===== config.mk =====
export PLATFORM = sky130hd
export DESIGN_NAME = mem_stage_sram_ctrl
export DESIGN_NICKNAME = d
export VERILOG_FILES = /design/src/rtl/mem_stage_sram_ctrl.sv
export SDC_FILE = /design/constraint.sdc
export NUM_CORES = 1
export LEC_CHECK = 0
export ABC_CLOCK_PERIOD_IN_PS = 6800
export BUFFER_PORTS_ARGS = -buffer_cell sky130_fd_sc_hd__buf_4
export CAP_MARGIN = 30
export CELL_PAD_IN_SITES_DETAIL_PLACEMENT = 1
export CELL_PAD_IN_SITES_GLOBAL_PLACEMENT = 1
export CORE_MARGIN = 2
export CORE_UTILIZATION = 40
export CTS_CLUSTER_DIAMETER = 200
export DETAILED_ROUTE_END_ITERATION = 10
export PLACE_DENSITY = 0.9
export SLEW_MARGIN = 20
export SYNTH_ARGS = -nofsm -noshare
export SYNTH_HDL_FRONTEND = slang
export SYNTH_SLANG_ARGS = --single-unit

===== constraint.sdc =====
create_clock -name clk -period 6.8 [get_ports clk]
set_input_delay 0.34 -clock clk [delete_from_list [all_inputs] [get_ports clk]]
set_output_delay 0.34 -clock clk [all_outputs]
set_load 0.05 [all_outputs]

===== src/rtl/mem_stage_sram_ctrl.sv =====
// mem_stage_sram_ctrl: MEM pipeline stage that splits 32-bit loads/stores into two 16-bit SRAM accesses, freezing the pipeline (ready=0) while busy; ports: clk/rst, EXE/MEM inputs (*_in), ready, MEM/WB outputs (wb_en, mem_read, ALU_result, mem_data, dest), SRAM pins (sram_addr, sram_we_n, sram_dq_out/oe/in)
module mem_stage_sram_ctrl #(
  parameter int SRAM_ADDR_W = 18,
  parameter int WAIT_STATES = 1
) (
  input  logic                   clk,
  input  logic                   rst,
  input  logic                   wb_en_in,
  input  logic                   mem_read_in,
  input  logic                   mem_write_in,
  input  logic [31:0]            ALU_result_in,
  input  logic [31:0]            valRm_in,
  input  logic [3:0]             dest_in,
  output logic                   ready,
  output logic                   wb_en,
  output logic                   mem_read,
  output logic [31:0]            ALU_result,
  output logic [31:0]            mem_data,
  output logic [3:0]             dest,
  output logic [SRAM_ADDR_W-1:0] sram_addr,
  output logic                   sram_we_n,
  output logic [15:0]            sram_dq_out,
  output logic                   sram_dq_oe,
  input  logic [15:0]            sram_dq_in
);
  typedef enum logic [1:0] {IDLE, LOW, HIGH, DONE} state_t;
  localparam logic [2:0] LAST = 3'(WAIT_STATES);
  state_t state, state_nx;
  logic [2:0] phase;
  logic [15:0] lo_q, hi_q;
  logic req, load, busy, last;
  assign req = mem_read_in | mem_write_in;
  assign load = mem_read_in & ~mem_write_in;
  assign busy = state == LOW || state == HIGH;
  assign last = phase == LAST;
  assign sram_addr = {ALU_result_in[SRAM_ADDR_W:2], state == HIGH};
  always_comb begin
    state_nx = state;
    case (state)
      IDLE: state_nx = req ? LOW : IDLE;
      LOW:  state_nx = last ? HIGH : LOW;
      HIGH: state_nx = last ? DONE : HIGH;
      DONE: state_nx = IDLE;
    endcase
    ready = state == DONE || (state == IDLE && !req);
    sram_dq_oe = busy && mem_write_in;
    sram_we_n = !sram_dq_oe;
    sram_dq_out = state == HIGH ? valRm_in[31:16] : valRm_in[15:0];
  end
  always_ff @(posedge clk or posedge rst) begin
    if (rst) begin
      state <= IDLE;
      phase <= '0;
      lo_q <= '0;
      hi_q <= '0;
    end else begin
      state <= state_nx;
      phase <= (busy && state_nx == state) ? phase + 3'd1 : 3'd0;
      if (load && state == LOW && last) lo_q <= sram_dq_in;
      if (load && state == HIGH && last) hi_q <= sram_dq_in;
    end
  end
  // stalled edges inject a bubble: only the control bits are cleared
  always_ff @(posedge clk or posedge rst) begin
    if (rst) begin
      wb_en <= 1'b0;
      mem_read <= 1'b0;
      ALU_result <= '0;
      mem_data <= '0;
      dest <= '0;
    end else if (ready) begin
      wb_en <= wb_en_in;
      mem_read <= mem_read_in;
      ALU_result <= ALU_result_in;
      dest <= dest_in;
      if (load) mem_data <= {hi_q, lo_q};
    end else begin
      wb_en <= 1'b0;
      mem_read <= 1'b0;
    end
  end
endmodule

==> flow_summary.toml, run 1 <==
[run_status]
status = "complete, no violations"

[grt]
grt_pass1_wl_mm = 16.13
grt_max_degree = 77
grt_pass1_vias = 3256
antenna_found_initial = 0
overflow = 0
track_usage = 0.1780

[yosys]
yosys.area.top_type = "dfrtp_1"
seq_area_frac_synth = 0.6003
yosys.area_share.simple = 0.02356
synthMuxAreaShare = 0.2928
synth_edf_count = 0
synthArstFlopShare = 1.000
synthTopCellsByArea = "dfrtp_1 (60%), mux2_2 (29%), buf_4 (3.0%)"
synth_compound_area_frac = 0.008135
yosys_register_bits = 107
synthesis.nets = 386
synth_top_family_by_area = "multiplexers"
synth_cells = 289
ys_warn_count = 0
synth_most_common_cell = "mux2_2"
synth_top_cell_area_share = 0.6003
synthAdderAreaFrac = 0.02244
syn-cell-area_um2 = 4461
synth_xor_area_frac = 0.003927
synth.top_cells.by_count = "mux2_2 (116), dfrtp_1 (107), buf_4 (18)"
synth_cell_types = 23
syn_avg_cell_area_um2 = 15.43
ys.flop_type = "dfrtp_1"

[finish]
antenna_cells = 0
syn_to_final_growth_pct = 38.15
seq_area_um2 = 2678
multi_input_area_um2 = 1577
nFillCells = 1083
fin_nets = 568
drive_above_1_share = 0.7017

[flow_run]
drv_cap = 0

[critical_path]
rr_worst_depth = 4
crit_path_end_kind = "flip-flop"
cp-start-kind = "flip-flop"
path_class = "flip-flop to flip-flop"
endpoint = "hi_q[0]$_DFFE_PP0P_"
crit_slowest_cell = "nand3_1"
cp_max_fo = 19
critical_path_required_ns = 7.05
timing.rr.start = "state[0]$_DFF_PP0_"
cp-startpoint = "state[0]$_DFF_PP0_"
r2r_end = "hi_q[0]$_DFFE_PP0P_"
path_cells = "inv_1, ha_1, nand3_1, mux2_2"
crit_arrival_ns = 3.02
rrSetupSlack_ns = 4.02
max_stage_delay_ns = 0.80

[clock_tree]
cts-root-buf = "clkbuf_8"
htreeDepth = 3
clkLatencyLatePin_ns = 0.36
clk_pin_slew_worst_paths_ns = 0.10
cts_tree = "done"
numCtsBuffers = 9
clk_path_buf_depth = 2
cts_num_sinks = 107
cts_resized = 0

[die]
core_area_um2 = 10840
initial_utilization = 0.4115
die_width_um = 109.6
rows = 38
fp.dieH_um = 109.6
ios = 196
dieArea_um2 = 12010

[sta]
rsz0062_at_grt = "false"
tightest_slew_ns = 0.8398
fin_tns_setup_ns = 0
fin_skew_ns = 0.01293
slew_violations = 0
hold_slack_ns = 0.2103
hold_viol_final = 0
slew-limit-headroom = 0.4402
min_period_over_period = 0.4081
min_period_ns = 2.775
setup_violations = 0
fmax_mhz = 360.3

[drt]
drt_iter0_drc = 73
drc = 0
drtPass1Iterations = 4
vias = 2969
ant_nets = 0
post_drt_wl_per_cell_um = 17.17
viasPerCell = 4.820
wirelength_mm = 10.58

[pwr]
vdd_drop_max_mv = 0.3300
leakage_nw = 3.163
total_power_mw = 3.032
p_per_area_nw_per_um2 = 492.0

[worst_hold_path]
holdCritPathClass = "input pin to flip-flop"
min_path_cells = 2

[place]
place_hpwl_mm = 8.140
place_congestion = 0.7352
io_buffers = 195
per-stage QoR:
step,instance area [um2],cells,utilization,setup slack (ns)
6_report,6162,616,0.5684,4.025
5_1_grt,6162,616,0.5684,3.770
4_1_cts,6142,615,0.5666,3.962
3_5_place_dp,5941,598,0.5480,3.987
3_3_place_gp,5941,598,0.5480,4.140
2_1_floorplan,4461,289,-,3.643
metal layers:
| metal | track usage | vias up | routed length (um) |
|---|---|---|---|
| met5 | 0 | - | 0 |
| met4 | 0.04611 | 0 | 113 |
| met3 | 0.04149 | 8 | 724 |
| met2 | 0.3342 | 130 | 5824 |
| met1 | 0.2019 | 1482 | 3915 |
| li1 | - | 1349 | - |
cell families after synthesis:
group	count (synthesis)
mux	116
simple gates	15
fa+ha+maj	8
flops	107
buf+inv	35
compound gates	6
xor+xnor	2
critical path, delay by kind of cell, from the launching register on:
family	cells	cell delay (ns)
simple gates	1	0.80
fa+ha+maj	1	0.67
mux	1	0.54
flops	1	0.46
buf+inv	1	0.20
layout by cell type (no fill, tap or decap), types with 2 or more instances in the layout:
cell type  instances
inv_6              2
nor2b_1            3
buf_4            198
clkbuf_1           2
clkbuf_8           9
dfrtp_1          107
a21oi_1            3
xnor2_1            2
ha_1               8
nand3_1            2
nand2_1            2
mux2_2           116
inv_1              5
layout make-up:
type	count	area share
Sequential cell	107	0.4345
Multi-Input combinational cell	147	0.2558
Timing Repair Buffer	200	0.2461
Clock inverter	5	0.009746
Clock buffer	11	0.02132
Inverter	6	0.004061
Tap cell	140	0.02843
sequential cells by signal, summed over array words and instances, names as in the netlist:
register    count
ALU_result     32
state           2
phase           3
mem_data       32
hi_q           16
dest            4
lo_q           16
wb_en           1
mem_read        1
timing repair:
action / 4_1_cts / 5_1_grt
setup buffers: 0 / 0
endpoints found under the hold margin: 31 / 0
hold buffers: 1 / 0
worst min-delay path by stage:
stage | startpoint | to | slack, ns
global route | wb_en_in | wb_en$_DFF_PP0_ | 0.19
floorplan | phase[0]$_DFF_PP0_ | phase[0]$_DFF_PP0_ | 0.43
detailed placement | rst | ALU_result[9]$_DFFE_PP0N_ | 0.37
global placement | rst | ALU_result[13]$_DFFE_PP0N_ | 0.37
finish | ALU_result_in[20] | ALU_result[20]$_DFFE_PP0N_ | 0.21
CTS | ALU_result_in[20] | ALU_result[20]$_DFFE_PP0N_ | 0.19
power by group:
part	internal (mW)	switching (mW)	leakage [nW]	total, mW
combinational	0.596	1.02	1.69	1.62
sequential	0.893	0.141	1.37	1.03
clock	0.173	0.211	0.0943	0.383
No activity file was read; power rests on OpenSTA's default activity.
==> run 2: changes to the inputs <==
- ABC_CLOCK_PERIOD_IN_PS: 6800 -> 2700
- CORE_UTILIZATION: 40 -> 37
- PLACE_DENSITY: 0.9 -> 0.85
- clock period: 6.8 -> 2.7 ns (I/O delays scaled with it)
==> flow_summary.toml, run 2 (same netlist as run 1, synthesis figures left out) <==
[place]
io_buffers = 195
place_hpwl_mm = 8.066
place_congestion = 0.7356
place_area_um2 = 5986
placedCellCount = 608

[clock_tree]
numCtsBuffers = 9
cts_tree = "done"
cts_num_sinks = 107
cts-root-buf = "clkbuf_16"
clk_pin_slew_worst_paths_ns = 0.07
htreeDepth = 3
clkLatencyLatePin_ns = 0.34
clk_path_buf_depth = 2

[drt]
vias = 2994
wirelength_mm = 10.83
drt_iter0_drc = 91
post_drt_wl_per_cell_um = 17.30
drtPass1Iterations = 4
ant_nets = 0
viasPerCell = 4.783
drc = 0

[finish]
reg.largest.list = "ALU_result (32), mem_data (32)"
fin_util = 0.5325
fin_cells = 626
fin_nets = 571
final_common_cell = "buf_4"
syn_to_final_growth_pct = 42.19
antenna_cells = 0
drive_above_1_share = 0.7077
layout_common_cells = "buf_4 (200), mux2_2 (116), dfrtp_1 (107)"
final_cell_area_um2 = 6342

[sta]
fin_skew_ns = 0.006990
rsz0062_at_grt = "false"
min_period_over_period = 0.8105
min_period_ns = 2.188
setup_violations = 0
fmax_mhz = 457.0
slew-limit-headroom = 0.6742
hold_viol_final = 0
fin_tns_setup_ns = 0
tightest_slew_ns = 0.4886
slew_violations = 0

[grt]
grt_pass1_vias = 3328
grt_pass1_wl_mm = 16.94
overflow = 0
track_usage = 0.1699
antenna_found_initial = 0
grt_max_degree = 69

[critical_path]
critical_path_required_ns = 2.57
crit_arrival_ns = 2.05
crit_slowest_cell = "dfrtp_1"
path_buf_inv = 4
crit_path_end_kind = "output port"
path_class = "flip-flop to output port"
max_stage_delay_ns = 0.46
cp_top_family = "buffers and inverters"
cp_max_fo = 38
cp-start-kind = "flip-flop"
path_cells = "inv_1, ha_1, a21oi_4, buf_4, inv_1, buf_4"

[die]
core_area_um2 = 11910
dieArea_um2 = 12950
fp.dieH_um = 113.8
initial_utilization = 0.3745
rows = 40
ios = 196
die_width_um = 113.8

[pwr]
p_per_area_nw_per_um2 = 1281
leakage_nw = 3.241
vdd_drop_max_mv = 0.4668

[flow_run]
drv_cap = 0

[run_status]
status = "complete, no violations"

[worst_hold_path]
holdCritPathClass = "input pin to flip-flop"
-- run 2: worst paths after layout --
| path | start | to | slack [ns] | depth (start not counted) |
|---|---|---|---|---|
| setup / recovery | state[0]$_DFF_PP0_ | ready | 0.51 | 6 |
| hold / removal | ALU_result_in[20] | ALU_result[20]$_DFFE_PP0N_ | 0.03 | 2 |
| setup reg to reg | state[0]$_DFF_PP0_ | phase[1]$_DFF_PP0_ | 0.73 | 6 |
| hold reg to reg | phase[0]$_DFF_PP0_ | phase[0]$_DFF_PP0_ | 0.48 | 1 |
| max in group asynchronous | rst | hi_q[13]$_DFFE_PP0P_ | 1.54 | 5 |
| min in group asynchronous | rst | state[0]$_DFF_PP0_ | 0.30 | 3 |
-- run 2: through the flow --
step,total power [mW],setup WS (ns),hold WS [ns]
floorplan,5.489,0.4356,0.2636
global placement,6.592,0.8435,0.3596
detailed placement,6.765,0.7548,0.3656
CTS,8.205,0.4812,0.009244
global route,8.528,0.3768,0.01375
finish,8.122,0.5117,0.02512
-- run 2: cell type report --
type / instances / area [um2]
tap: 147 / 183.9
clock buffer: 9 / 225.2
inverter: 6 / 26.28
fill: 1201 / 5569
clock inverter: 7 / 101.3
sequential: 107 / 2678
multi-input combinational: 147 / 1577
timing repair buffer: 203 / 1551
-- run 2: where the power goes --
part / internal (mW) / total, mW / switching (mW)
combinational: 1.51 / 4.10 / 2.59
clock: 0.821 / 1.41 / 0.592
sequential: 2.25 / 2.61 / 0.358
total: 4.58 / 8.12 / 3.54
-- run 2: routing by layer --
layer / wire, um / global-route usage / vias up
met1: 4122 / 0.1896 / 1499
li1: - / - / 1365
met5: 0 / 0 / -
met4: 102 / 0.04878 / 0
met2: 5862 / 0.3174 / 124
met3: 741 / 0.04570 / 6
-- run 2: worst reg2reg max path: stages (launching register included) --
cell,delay [ns]
dfrtp_1,0.46
inv_1,0.16
ha_1,0.24
or4b_1,0.55
o311a_2,0.17
nand3b_4,0.18
a21oi_1,0.15
-- run 2: what timing repair did --
item                                   in CTS  in global routing
setup buffers                               0                  0
resized for setup                           0                  0
setup endpoints to repair                   0                  0
hold buffers                                1                  0
endpoints found under the hold margin       1                  0
